File: config.mk
export PLATFORM = sky130hd
export DESIGN_NAME = control_reg_loader
export DESIGN_NICKNAME = d
export VERILOG_FILES = /design/src/rtl/pld_bft_pkg.sv /design/src/rtl/cfg_chunk_shadow.sv /design/src/rtl/control_reg_loader.sv
export SDC_FILE = /design/constraint.sdc
export NUM_CORES = 1
export LEC_CHECK = 0
export BUFFER_PORTS_ARGS = -buffer_cell sky130_fd_sc_hd__buf_4
export CAP_MARGIN = 0
export CORE_ASPECT_RATIO = 2
export CORE_MARGIN = 4
export CORE_UTILIZATION = 30
export CTS_CLUSTER_DIAMETER = 40
export DETAILED_ROUTE_END_ITERATION = 7
export GPL_TIMING_DRIVEN = 0
export SLEW_MARGIN = 20
export SYNTH_ARGS = -nofsm -noshare
export SYNTH_HDL_FRONTEND = slang
export SYNTH_SLANG_ARGS = --single-unit
File: constraint.sdc
create_clock -name clk -period 2.7 [get_ports clk]
set_input_delay 0.27 -clock clk [delete_from_list [all_inputs] [get_ports clk]]
set_output_delay 0.27 -clock clk [all_outputs]
set_load 0.005 [all_outputs]
File: src/rtl/pld_bft_pkg.sv
// -----------------------------------------------------------------------------
// pld_bft_pkg
// Shared definitions for the BFT leaf datapath: configuration opcodes, packet
// and config-payload field offsets, the control-register size computation
// (also used by data_ports) and the control_reg_loader state encoding.
// No ports (package).
// -----------------------------------------------------------------------------
package pld_bft_pkg;

    // Config payload opcodes
    localparam logic [7:0] CFG_OP_WRITE  = 8'h01;
    localparam logic [7:0] CFG_OP_COMMIT = 8'h02;
    localparam logic [7:0] CFG_OP_CLEAR  = 8'h03;

    // Config payload layout: opcode [63:56], chunk index [55:48], data [31:0]
    localparam int CFG_OPCODE_LSB  = 56;
    localparam int CFG_OPCODE_BITS = 8;
    localparam int CFG_INDEX_LSB   = 48;
    localparam int CFG_INDEX_BITS  = 8;

    typedef enum logic {
        ST_IDLE = 1'b0,
        ST_LOAD = 1'b1
    } cfg_state_e;

    // Port field sits directly above the payload.
    function automatic int port_lsb(input int payload_bits);
        return payload_bits;
    endfunction

    // Leaf field sits directly above the port field.
    function automatic int leaf_lsb(input int payload_bits, input int port_bits);
        return payload_bits + port_bits;
    endfunction

    // Each output port: leaf + port + two addresses + 3 flag bits;
    // each input port: leaf + port.
    function automatic int reg_control_bits(input int leaf_bits, input int port_bits,
                                            input int addr_bits, input int in_ports,
                                            input int out_ports);
        return (leaf_bits + port_bits + 2 * addr_bits + 3) * out_ports
             + (leaf_bits + port_bits) * in_ports;
    endfunction

    function automatic int num_chunks(input int reg_bits, input int chunk_bits);
        return (reg_bits + chunk_bits - 1) / chunk_bits;
    endfunction

endpackage

File: src/rtl/cfg_chunk_shadow.sv
// -----------------------------------------------------------------------------
// cfg_chunk_shadow
// Shadow copy of the control register, filled one CHUNK_BITS chunk at a time,
// plus a per-chunk written mask. The final chunk only keeps the bits that fit
// inside REG_CONTROL_BITS; the rest of its data word is dropped.
// Ports:
//   clk, reset      clock, synchronous active-low reset
//   i_wr_en         write request (caller has already qualified the opcode)
//   i_wr_idx        chunk index of the write
//   i_wr_data       chunk data
//   i_clear_mask    clear the written mask (commit or CLEAR)
//   o_shadow        assembled shadow register
//   o_mask_full     every chunk has been written since the last mask clear
//   o_idx_ok        i_wr_idx addresses an existing chunk
// -----------------------------------------------------------------------------
module cfg_chunk_shadow
    import pld_bft_pkg::*;
#(
    parameter int CHUNK_BITS       = 32,
    parameter int REG_CONTROL_BITS = 259,
    parameter int NUM_CHUNKS       = 9,
    parameter int IDX_BITS         = CFG_INDEX_BITS
) (
    input  logic                        clk,
    input  logic                        reset,
    input  logic                        i_wr_en,
    input  logic [IDX_BITS-1:0]         i_wr_idx,
    input  logic [CHUNK_BITS-1:0]       i_wr_data,
    input  logic                        i_clear_mask,
    output logic [REG_CONTROL_BITS-1:0] o_shadow,
    output logic                        o_mask_full,
    output logic                        o_idx_ok
);

    localparam int LAST_BITS = REG_CONTROL_BITS - (NUM_CHUNKS - 1) * CHUNK_BITS;

    // Full-width chunks and the truncated top chunk are held separately so
    // no flop exists for bits beyond REG_CONTROL_BITS.
    logic [NUM_CHUNKS-2:0][CHUNK_BITS-1:0] r_full_chunks;
    logic [LAST_BITS-1:0]                  r_last_chunk;
    logic [NUM_CHUNKS-1:0]                 r_mask;
    logic [NUM_CHUNKS-1:0]                 w_sel;

    // One-hot chunk select; out-of-range indices select nothing, so shadow
    // and mask are left untouched for them.
    always_comb begin
        w_sel = '0;
        for (int k = 0; k < NUM_CHUNKS; k++) begin
            if (i_wr_en && (i_wr_idx == IDX_BITS'(k))) begin
                w_sel[k] = 1'b1;
            end
        end
    end

    always_ff @(posedge clk) begin
        if (!reset) begin
            r_full_chunks <= '0;
            r_last_chunk  <= '0;
            r_mask        <= '0;
        end else begin
            for (int k = 0; k < NUM_CHUNKS - 1; k++) begin
                if (w_sel[k]) begin
                    r_full_chunks[k] <= i_wr_data;
                end
            end
            if (w_sel[NUM_CHUNKS-1]) begin
                r_last_chunk <= i_wr_data[LAST_BITS-1:0];
            end
            if (i_clear_mask) begin
                r_mask <= '0;
            end else begin
                r_mask <= r_mask | w_sel;
            end
        end
    end

    assign o_shadow    = {r_last_chunk, r_full_chunks};
    assign o_mask_full = &r_mask;
    assign o_idx_ok    = (i_wr_idx < IDX_BITS'(NUM_CHUNKS));

endmodule

File: src/rtl/control_reg_loader.sv
// -----------------------------------------------------------------------------
// control_reg_loader
// Sits between the BFT leaf link and data_ports. Packets addressed to CFG_PORT
// are consumed as configuration commands that build a shadow control register;
// a successful COMMIT copies the shadow into o_control_reg in one edge, so the
// routing seen by data_ports never changes mid-load. Every other valid packet
// is forwarded unchanged one cycle later.
// Ports:
//   clk, reset      clock, synchronous active-low reset
//   i_stream        packet from the BFT leaf switch
//   o_stream        registered pass-through packet to data_ports
//   o_control_reg   active control register
//   o_cfg_done      one-cycle pulse on a successful commit
//   o_cfg_err       sticky error flag, cleared only by reset
//   o_loading       high while the loader FSM is in LOAD
// -----------------------------------------------------------------------------
module control_reg_loader
    import pld_bft_pkg::*;
#(
    parameter int PACKET_BITS   = 97,
    parameter int NUM_LEAF_BITS = 6,
    parameter int NUM_PORT_BITS = 4,
    parameter int NUM_ADDR_BITS = 7,
    parameter int PAYLOAD_BITS  = 64,
    parameter int NUM_IN_PORTS  = 7,
    parameter int NUM_OUT_PORTS = 7,
    parameter int CFG_PORT      = 0,
    parameter int CHUNK_BITS    = 32,
    localparam int REG_CONTROL_BITS = reg_control_bits(NUM_LEAF_BITS, NUM_PORT_BITS,
                                                       NUM_ADDR_BITS, NUM_IN_PORTS,
                                                       NUM_OUT_PORTS),
    localparam int NUM_CHUNKS = num_chunks(REG_CONTROL_BITS, CHUNK_BITS)
) (
    input  logic                        clk,
    input  logic                        reset,
    input  logic [PACKET_BITS-1:0]      i_stream,
    output logic [PACKET_BITS-1:0]      o_stream,
    output logic [REG_CONTROL_BITS-1:0] o_control_reg,
    output logic                        o_cfg_done,
    output logic                        o_cfg_err,
    output logic                        o_loading
);

    // Stream semantics: there is no ready/backpressure. A packet is present
    // when its top bit (valid) is 1 and is accepted on every clock edge; the
    // output stream carries the same valid-flag meaning, with an all-zero word
    // standing in for "no packet".

    cfg_state_e r_state;
    cfg_state_e w_state_next;

    logic [PACKET_BITS-1:0]      r_stream;
    logic [REG_CONTROL_BITS-1:0] r_control_reg;
    logic                        r_cfg_done;
    logic                        r_cfg_err;

    logic                        w_valid;
    logic [NUM_PORT_BITS-1:0]    w_port;
    logic                        w_is_cfg;
    logic [CFG_OPCODE_BITS-1:0]  w_opcode;
    logic [CFG_INDEX_BITS-1:0]   w_index;
    logic [CHUNK_BITS-1:0]       w_data;

    logic                        w_wr_en;
    logic                        w_clear_mask;
    logic                        w_commit;
    logic                        w_err;

    logic [REG_CONTROL_BITS-1:0] w_shadow;
    logic                        w_mask_full;
    logic                        w_idx_ok;

    // Field decode
    assign w_valid  = i_stream[PACKET_BITS-1];
    assign w_port   = i_stream[port_lsb(PAYLOAD_BITS) +: NUM_PORT_BITS];
    assign w_is_cfg = w_valid && (w_port == NUM_PORT_BITS'(CFG_PORT));
    assign w_opcode = i_stream[CFG_OPCODE_LSB +: CFG_OPCODE_BITS];
    assign w_index  = i_stream[CFG_INDEX_LSB +: CFG_INDEX_BITS];
    assign w_data   = i_stream[CHUNK_BITS-1:0];

    cfg_chunk_shadow #(
        .CHUNK_BITS       (CHUNK_BITS),
        .REG_CONTROL_BITS (REG_CONTROL_BITS),
        .NUM_CHUNKS       (NUM_CHUNKS),
        .IDX_BITS         (CFG_INDEX_BITS)
    ) u_shadow (
        .clk          (clk),
        .reset        (reset),
        .i_wr_en      (w_wr_en),
        .i_wr_idx     (w_index),
        .i_wr_data    (w_data),
        .i_clear_mask (w_clear_mask),
        .o_shadow     (w_shadow),
        .o_mask_full  (w_mask_full),
        .o_idx_ok     (w_idx_ok)
    );

    // Command decode and next state. A COMMIT is judged only on the mask:
    // in IDLE the mask is always empty, so an IDLE commit fails naturally.
    always_comb begin
        w_state_next = r_state;
        w_wr_en      = 1'b0;
        w_clear_mask = 1'b0;
        w_commit     = 1'b0;
        w_err        = 1'b0;
        if (w_is_cfg) begin
            case (w_opcode)
                CFG_OP_WRITE: begin
                    if (w_idx_ok) begin
                        w_wr_en      = 1'b1;
                        w_state_next = ST_LOAD;
                    end else begin
                        w_err = 1'b1;
                    end
                end
                CFG_OP_COMMIT: begin
                    if (w_mask_full) begin
                        w_commit     = 1'b1;
                        w_clear_mask = 1'b1;
                        w_state_next = ST_IDLE;
                    end else begin
                        w_err = 1'b1;
                    end
                end
                CFG_OP_CLEAR: begin
                    w_clear_mask = 1'b1;
                    w_state_next = ST_IDLE;
                end
                default: begin
                    w_err = 1'b1;
                end
            endcase
        end
    end

    always_ff @(posedge clk) begin
        if (!reset) begin
            r_state       <= ST_IDLE;
            r_stream      <= '0;
            r_control_reg <= '0;
            r_cfg_done    <= 1'b0;
            r_cfg_err     <= 1'b0;
        end else begin
            r_state       <= w_state_next;
            // Config packets and empty slots both leave a zero word behind.
            r_stream      <= (w_valid && !w_is_cfg) ? i_stream : '0;
            if (w_commit) begin
                r_control_reg <= w_shadow;
            end
            r_cfg_done    <= w_commit;
            r_cfg_err     <= r_cfg_err | w_err;
        end
    end

    assign o_stream      = r_stream;
    assign o_control_reg = r_control_reg;
    assign o_cfg_done    = r_cfg_done;
    assign o_cfg_err     = r_cfg_err;
    assign o_loading     = (r_state == ST_LOAD);

endmodule

* Word level (Yosys, flattened, before mapping)
Index checks and enable logic that the tools add are counted.
** Storage, ports and cells
- Bits in registers :: 627
- Logic and storage cells :: 75
- Bits of input ports :: 99
- Output and inout port bits :: 359
** Operators by class
- Bitwise operators :: 3
- Order comparisons :: 1
- Reductions and logical operators :: 19
- Equal/unequal tests :: 13
- Multiplexer cells :: 24
** Operators with widths (count)
- equality test 8 x 2 -> 1 bit (second input constant) :: 4
- equality test 8 x 3 -> 1 bit (second input constant) :: 4
- 2-to-1 mux 1 bit :: 21
- equality test 8 x 1 -> 1 bit (second input constant) :: 2
- logical AND 1 bit :: 11
- OR 9 bit :: 1
- AND reduction 9 bit :: 1
- equality test 8 x 4 -> 1 bit (second input constant) :: 1
- zero test 8 bit :: 1
- less-than comparator 8 x 4 -> 1 bit (second input constant) :: 1
- case mux 1 bit (3 select lines) :: 2
- zero test 4 bit :: 1
- != test 2 x 1 -> 1 bit (second input constant) :: 2
- AND reduction 4 bit :: 1
- nonzero test 3 bit :: 1
- case mux 1 bit (2 select lines) :: 1
- AND reduction 2 bit :: 1
- OR reduction 2 bit :: 1
- zero test 1 bit :: 1
- NOT 1 bit :: 1
- OR 1 bit :: 1

* Longest topological paths before layout
- Depth in word-level cells :: 7
- Mapped depth :: 7
- Gate-level depth less buffers :: 4

* Hierarchy
Synthesis repeated with hierarchy kept, for this count alone.
** Unflattened totals
- Cell total of the unflattened synthesis :: 2270
- Area, all modules :: 21969.8 um^2
** Modules (own cells, without submodules)
- control_reg_loader :: cells each 1351, times used 1, area each 12355.6 um^2
- cfg_chunk_shadow :: cells each 919, times used 1, area each 9614.2 um^2

* Least setup slack after synthesis
OpenSTA, ideal clock, no wires.
- Path type :: input-to-reg
- Start point :: in i_stream[65]
- End point :: reg u_shadow.r_full_chunks (netlist bit u_shadow.o_shadow[129])
- Setup time :: 73 ps
- Data arrival time :: 1851 ps
- Buffers on the path :: 1
- Setup slack :: 776 ps
- Cell stages on the path :: 5
- Cell sequence :: nor4_4 -> nand4_4 -> nor4_4 -> buf_6 -> mux2i_1
** On the way
- Longest elaborated chain between the ends :: 5
** RTL lines
- start, declared :: line control_reg_loader.sv:36 : input logic [PACKET_BITS-1:0] i_stream,
- zero test 4 bit :: line control_reg_loader.sv:76 : assign w_is_cfg = w_valid && (w_port == NUM_PORT_BITS'(CFG_PORT));
- logical AND 1 bit :: line control_reg_loader.sv:76
- 2-to-1 mux 1 bit :: line control_reg_loader.sv:106 : if (w_is_cfg) begin
- logical AND 1 bit :: line cfg_chunk_shadow.sv:49 : if (i_wr_en && (i_wr_idx == IDX_BITS'(k))) begin
- 2-to-1 mux 1 bit :: line cfg_chunk_shadow.sv:49
- end signal, assigned by index :: line cfg_chunk_shadow.sv:63 : r_full_chunks[k] <= i_wr_data;
- end, declared :: line cfg_chunk_shadow.sv:39 : logic [NUM_CHUNKS-2:0][CHUNK_BITS-1:0] r_full_chunks;
Every way passes these cells.
A chain may end at the register's enable or synchronous reset.

==> run_results.csv <==
group,metric,value,unit
clocking,clock_path_buffers,3,
placement,port_buffers,455,
sta,timing.final.crit_share,97.9,%
clocking,tritoncts,"built",
clocking,cts_buffers,70,
clocking,h-tree-depth,3,
critical_path,path_cells,"buf_4 -> clkbuf_1 -> buf_1 -> nand2_1 -> mux2i_1",
route,dr.pass1.iters,5,
critical_path,cp_slowest_stage_delay,0.91,ns
yosys,synth.area.top_cells,"dfxtp_1 (56%), mux2i_1 (12%), nand3_1 (5.9%)",
sta,min_period,2.64,ns
critical_path,path_buf_inv,3,
placement,dp_hpwl,65100,microns
power,switching_share,23.6,%
critical_path,critPathKind,"in2reg",
critical_path,worstPathArrival,3.17,ns
route,ant_nets,0,
critical_path,end_kind,"flop",
yosys,ys_warn_count,0,
yosys,synth_top_cell_area_share,56.3,%
global_routing,antenna_found_initial,1,
yosys,synth_area_leader_cell,"dfxtp_1",
power,p_total,19900,uW
critical_path,rr_worst_depth,8,
sta,fmax,378,MHz
sta,drv_slew,0,
clocking,clock_sinks,627,
clocking,root_buffer,"clkbuf_16",
critical_path,crit_required,3.23,ns
route,wirelength,88800,microns
power,powerDensity,656,mW/mm^2
sta,hold_viol,0,
power,power_frac_comb,4.1,%
job,cap_violations,0,
final_layout,drive_above_1_share,21.8,%
floorplan,dieArea,0.0791,sq mm
floorplan,boundaryPins,458,
route,drt_iter0_drc,798,
yosys,avgSynthCellArea,9.59,sq um
critical_path,worst-r2r-setup-slack,0.24,ns
critical_path,endpoint,"u_shadow.o_shadow[67]$_SDFFE_PN0P_",
critical_path,crit_path_start,"reset",
critical_path,worstReg2RegEnd,"o_control_reg[99]$_SDFFE_PN0P_",
route,drcViolationCount,0,
outcome,outcome,"complete, no violations",
floorplan,die_h,394,microns
yosys,synth.distinct_cells,32,
yosys,syn_inst,2327,
floorplan,rows,141,
global_routing,grt_pass1_wl,129000,microns
sta,fin_setup_tns,0,ns
sta,rsz0062_at_grt,"false",
critical_path,crit_family,"buffers and inverters",
sta,setup_violations,0,
route,wl_per_cell,22.6,microns
yosys,synth_seq_cells,627,
sta,finClkSkew,0.0245,ns
global_routing,grt_pass1_vias,19600,
power,irDropWorstVdd,0.000451,V
floorplan,coreArea,0.0737,sq mm
power,p_leak,0.0113,uW
power,p_seq_share,46.9,%
critical_path,cp_slowest_cell,"buf_1",
clocking,clkLatencyLatePin,0.64,ns
yosys,synth_fp_nets,2426,
final_layout,largest_reg_flops,259,
route,vias_per_cell,4.85,
worst_hold_path,holdCritPathClass,"in2reg",
global_routing,grt_remaining_overflow,0,
critical_path,r2r_start,"u_shadow.r_mask[6]$_SDFF_PP0_",
global_routing,track_usage,21.8,%
power,p_switching,4690,uW
power,clkPwrFrac,49.0,%
yosys,syn_area,0.0223,sq mm
sta,worstMarginPinSlew,1.20,ns
floorplan,start_util,30.3,%
floorplan,fp.dieW,201,microns
global_routing,grt_max_degree,16,
power,intPower,15200,uW
placement,routabilityCongestion,0.824,
final_layout,nets,3052,
clocking,clk_pin_slew,0.06,ns
route,vias,19100,
critical_path,start_kind,"input port",
yosys,seq_area_frac_synth,56.3,%
final_layout,synthToLayoutAreaGrowth,35.7,%
critical_path,cp.depth,5,
critical_path,crit_fanout,10,
sta,slew_headroom,20.0,%
final_layout,fill_cells,7304,
-- logic make-up (layout without fill, tap and decap cells) --
logic type | after synthesis | after routing | share of synthesized area, %
muxes | 259 | 259 | 11.6
AOI/OAI and AO/OA | 535 | 535 | 12.3
other | 0 | 2 | 0
DFF | 627 | 627 | 56.3
and+or+nand+nor | 692 | 692 | 15.3
buffers and inverters | 214 | 895 | 4.53
-- timing repair --
action                                  4_1_cts  5_1_grt
endpoints found under the hold margin        94        0
resized for setup                             5        0
setup buffers                                 3        0
pin swaps                                     1        3
hold buffers                                 94        0
endpoints found under the setup margin      210       37
-- power by group through the flow --
| stage | Combinational, uW | Clock, uW | Sequential (uW) |
|---|---|---|---|
| global route | 867 | 10400 | 9320 |
| detailed placement | 713 | 0 | 9530 |
| floorplan | 234 | 0 | 9540 |
| global placement | 712 | 0 | 9530 |
| CTS | 827 | 10000 | 9320 |
| finish | 809 | 9750 | 9320 |
-- metal layers --
metal  wire [microns]  up-vias  global-route usage, %
met5                0        -                      0
met4             3640        0                   9.28
met3             5820      160                   5.97
met2            45800      648                   39.9
met1            33600     8978                   23.4
li1                 -     9300                      -
-- cells in the mapped netlist (all sizes together) --
master and count:
and4 1, inv 2, a211oi 1, nor3 1
dfxtp 627, o31ai 2, buf 57, or4 1
mux2i 259, nand3 261, o21ai 261, nand4 4
nand3b 1, nor4 13, clkbuf 155, and3 5
nor2 6, o211a 9, o31a 1, a21oi 260
nor2b 3, or3 1, a31oi 1, and2 93
nand2 302
-- worst register-to-register path, cell delays in order, from the launching register on --
cell and delay [ns]:
dfxtp_1 0.34, nand4_1 0.21, nor4_4 0.25, buf_4 0.20, clkbuf_1 0.45, buf_8 0.23
clkbuf_1 0.33, nand3_1 0.19, a21oi_1 0.17
-- final cells by class --
class	instances	area, sq um	area share [%]
Clock inverter	33	340	1.12
Tap cell	929	1160	3.84
Inverter	2	7.51	0.0248
Buffer	211	1010	3.34
Clock buffer	94	2020	6.66
Multi-Input combinational cell	1486	8750	28.9
Sequential cell	627	12600	41.4
Antenna cell	2	5.00	0.0165
Timing Repair Buffer	555	4440	14.7
-- how the worst min path moves through the flow --
stage,cells past startpoint,to,startpoint
after detailed placement,2,u_shadow.o_shadow[156]$_SDFFE_PN0P_,u_shadow.o_shadow[156]$_SDFFE_PN0P_
after floorplan,1,o_stream[0]$_SDFF_PN0_,i_stream[0]
after global routing,3,u_shadow.o_shadow[31]$_SDFFE_PN0P_,i_stream[57]
final,3,u_shadow.o_shadow[31]$_SDFFE_PN0P_,i_stream[57]
after global placement,2,u_shadow.o_shadow[88]$_SDFFE_PN0P_,u_shadow.o_shadow[88]$_SDFFE_PN0P_
after CTS,3,u_shadow.o_shadow[31]$_SDFFE_PN0P_,i_stream[57]
-- stage by stage --
stage / setup WS, ns / area, sq um / utilization (%) / hold slack [ns] / std cells
5_1_grt: 0.000864 / 30300 / 41.1 / 0.0377 / 3937
6_report: 0.0562 / 30300 / 41.1 / 0.0627 / 3939
3_5_place_dp: -0.659 / 26900 / 36.5 / 0.447 / 3714
2_1_floorplan: 0.776 / 22300 / - / 0.392 / 2327
3_3_place_gp: -1.12 / 26900 / 36.5 / 0.442 / 3711
4_1_cts: 0.0568 / 30300 / 41.1 / 0.00731 / 3937
-- cell usage in the layout, fill, tap and decap left out, drive strengths merged, types with 4 or more instances in the layout --
cell type / Yosys / routed
dfxtp: 627 / 627
buf: 57 / 518
nand2: 302 / 302
nand3: 261 / 261
o21ai: 261 / 261
a21oi: 260 / 260
mux2i: 259 / 259
clkbuf: 155 / 248
dlygate4sd3: 0 / 94
and2: 93 / 93
inv: 2 / 16
clkinv: 0 / 14
nor4: 13 / 13
o211a: 9 / 9
nor2: 6 / 6
and3: 5 / 5
nand4: 4 / 4
No activity file was read; power rests on OpenSTA's default activity.
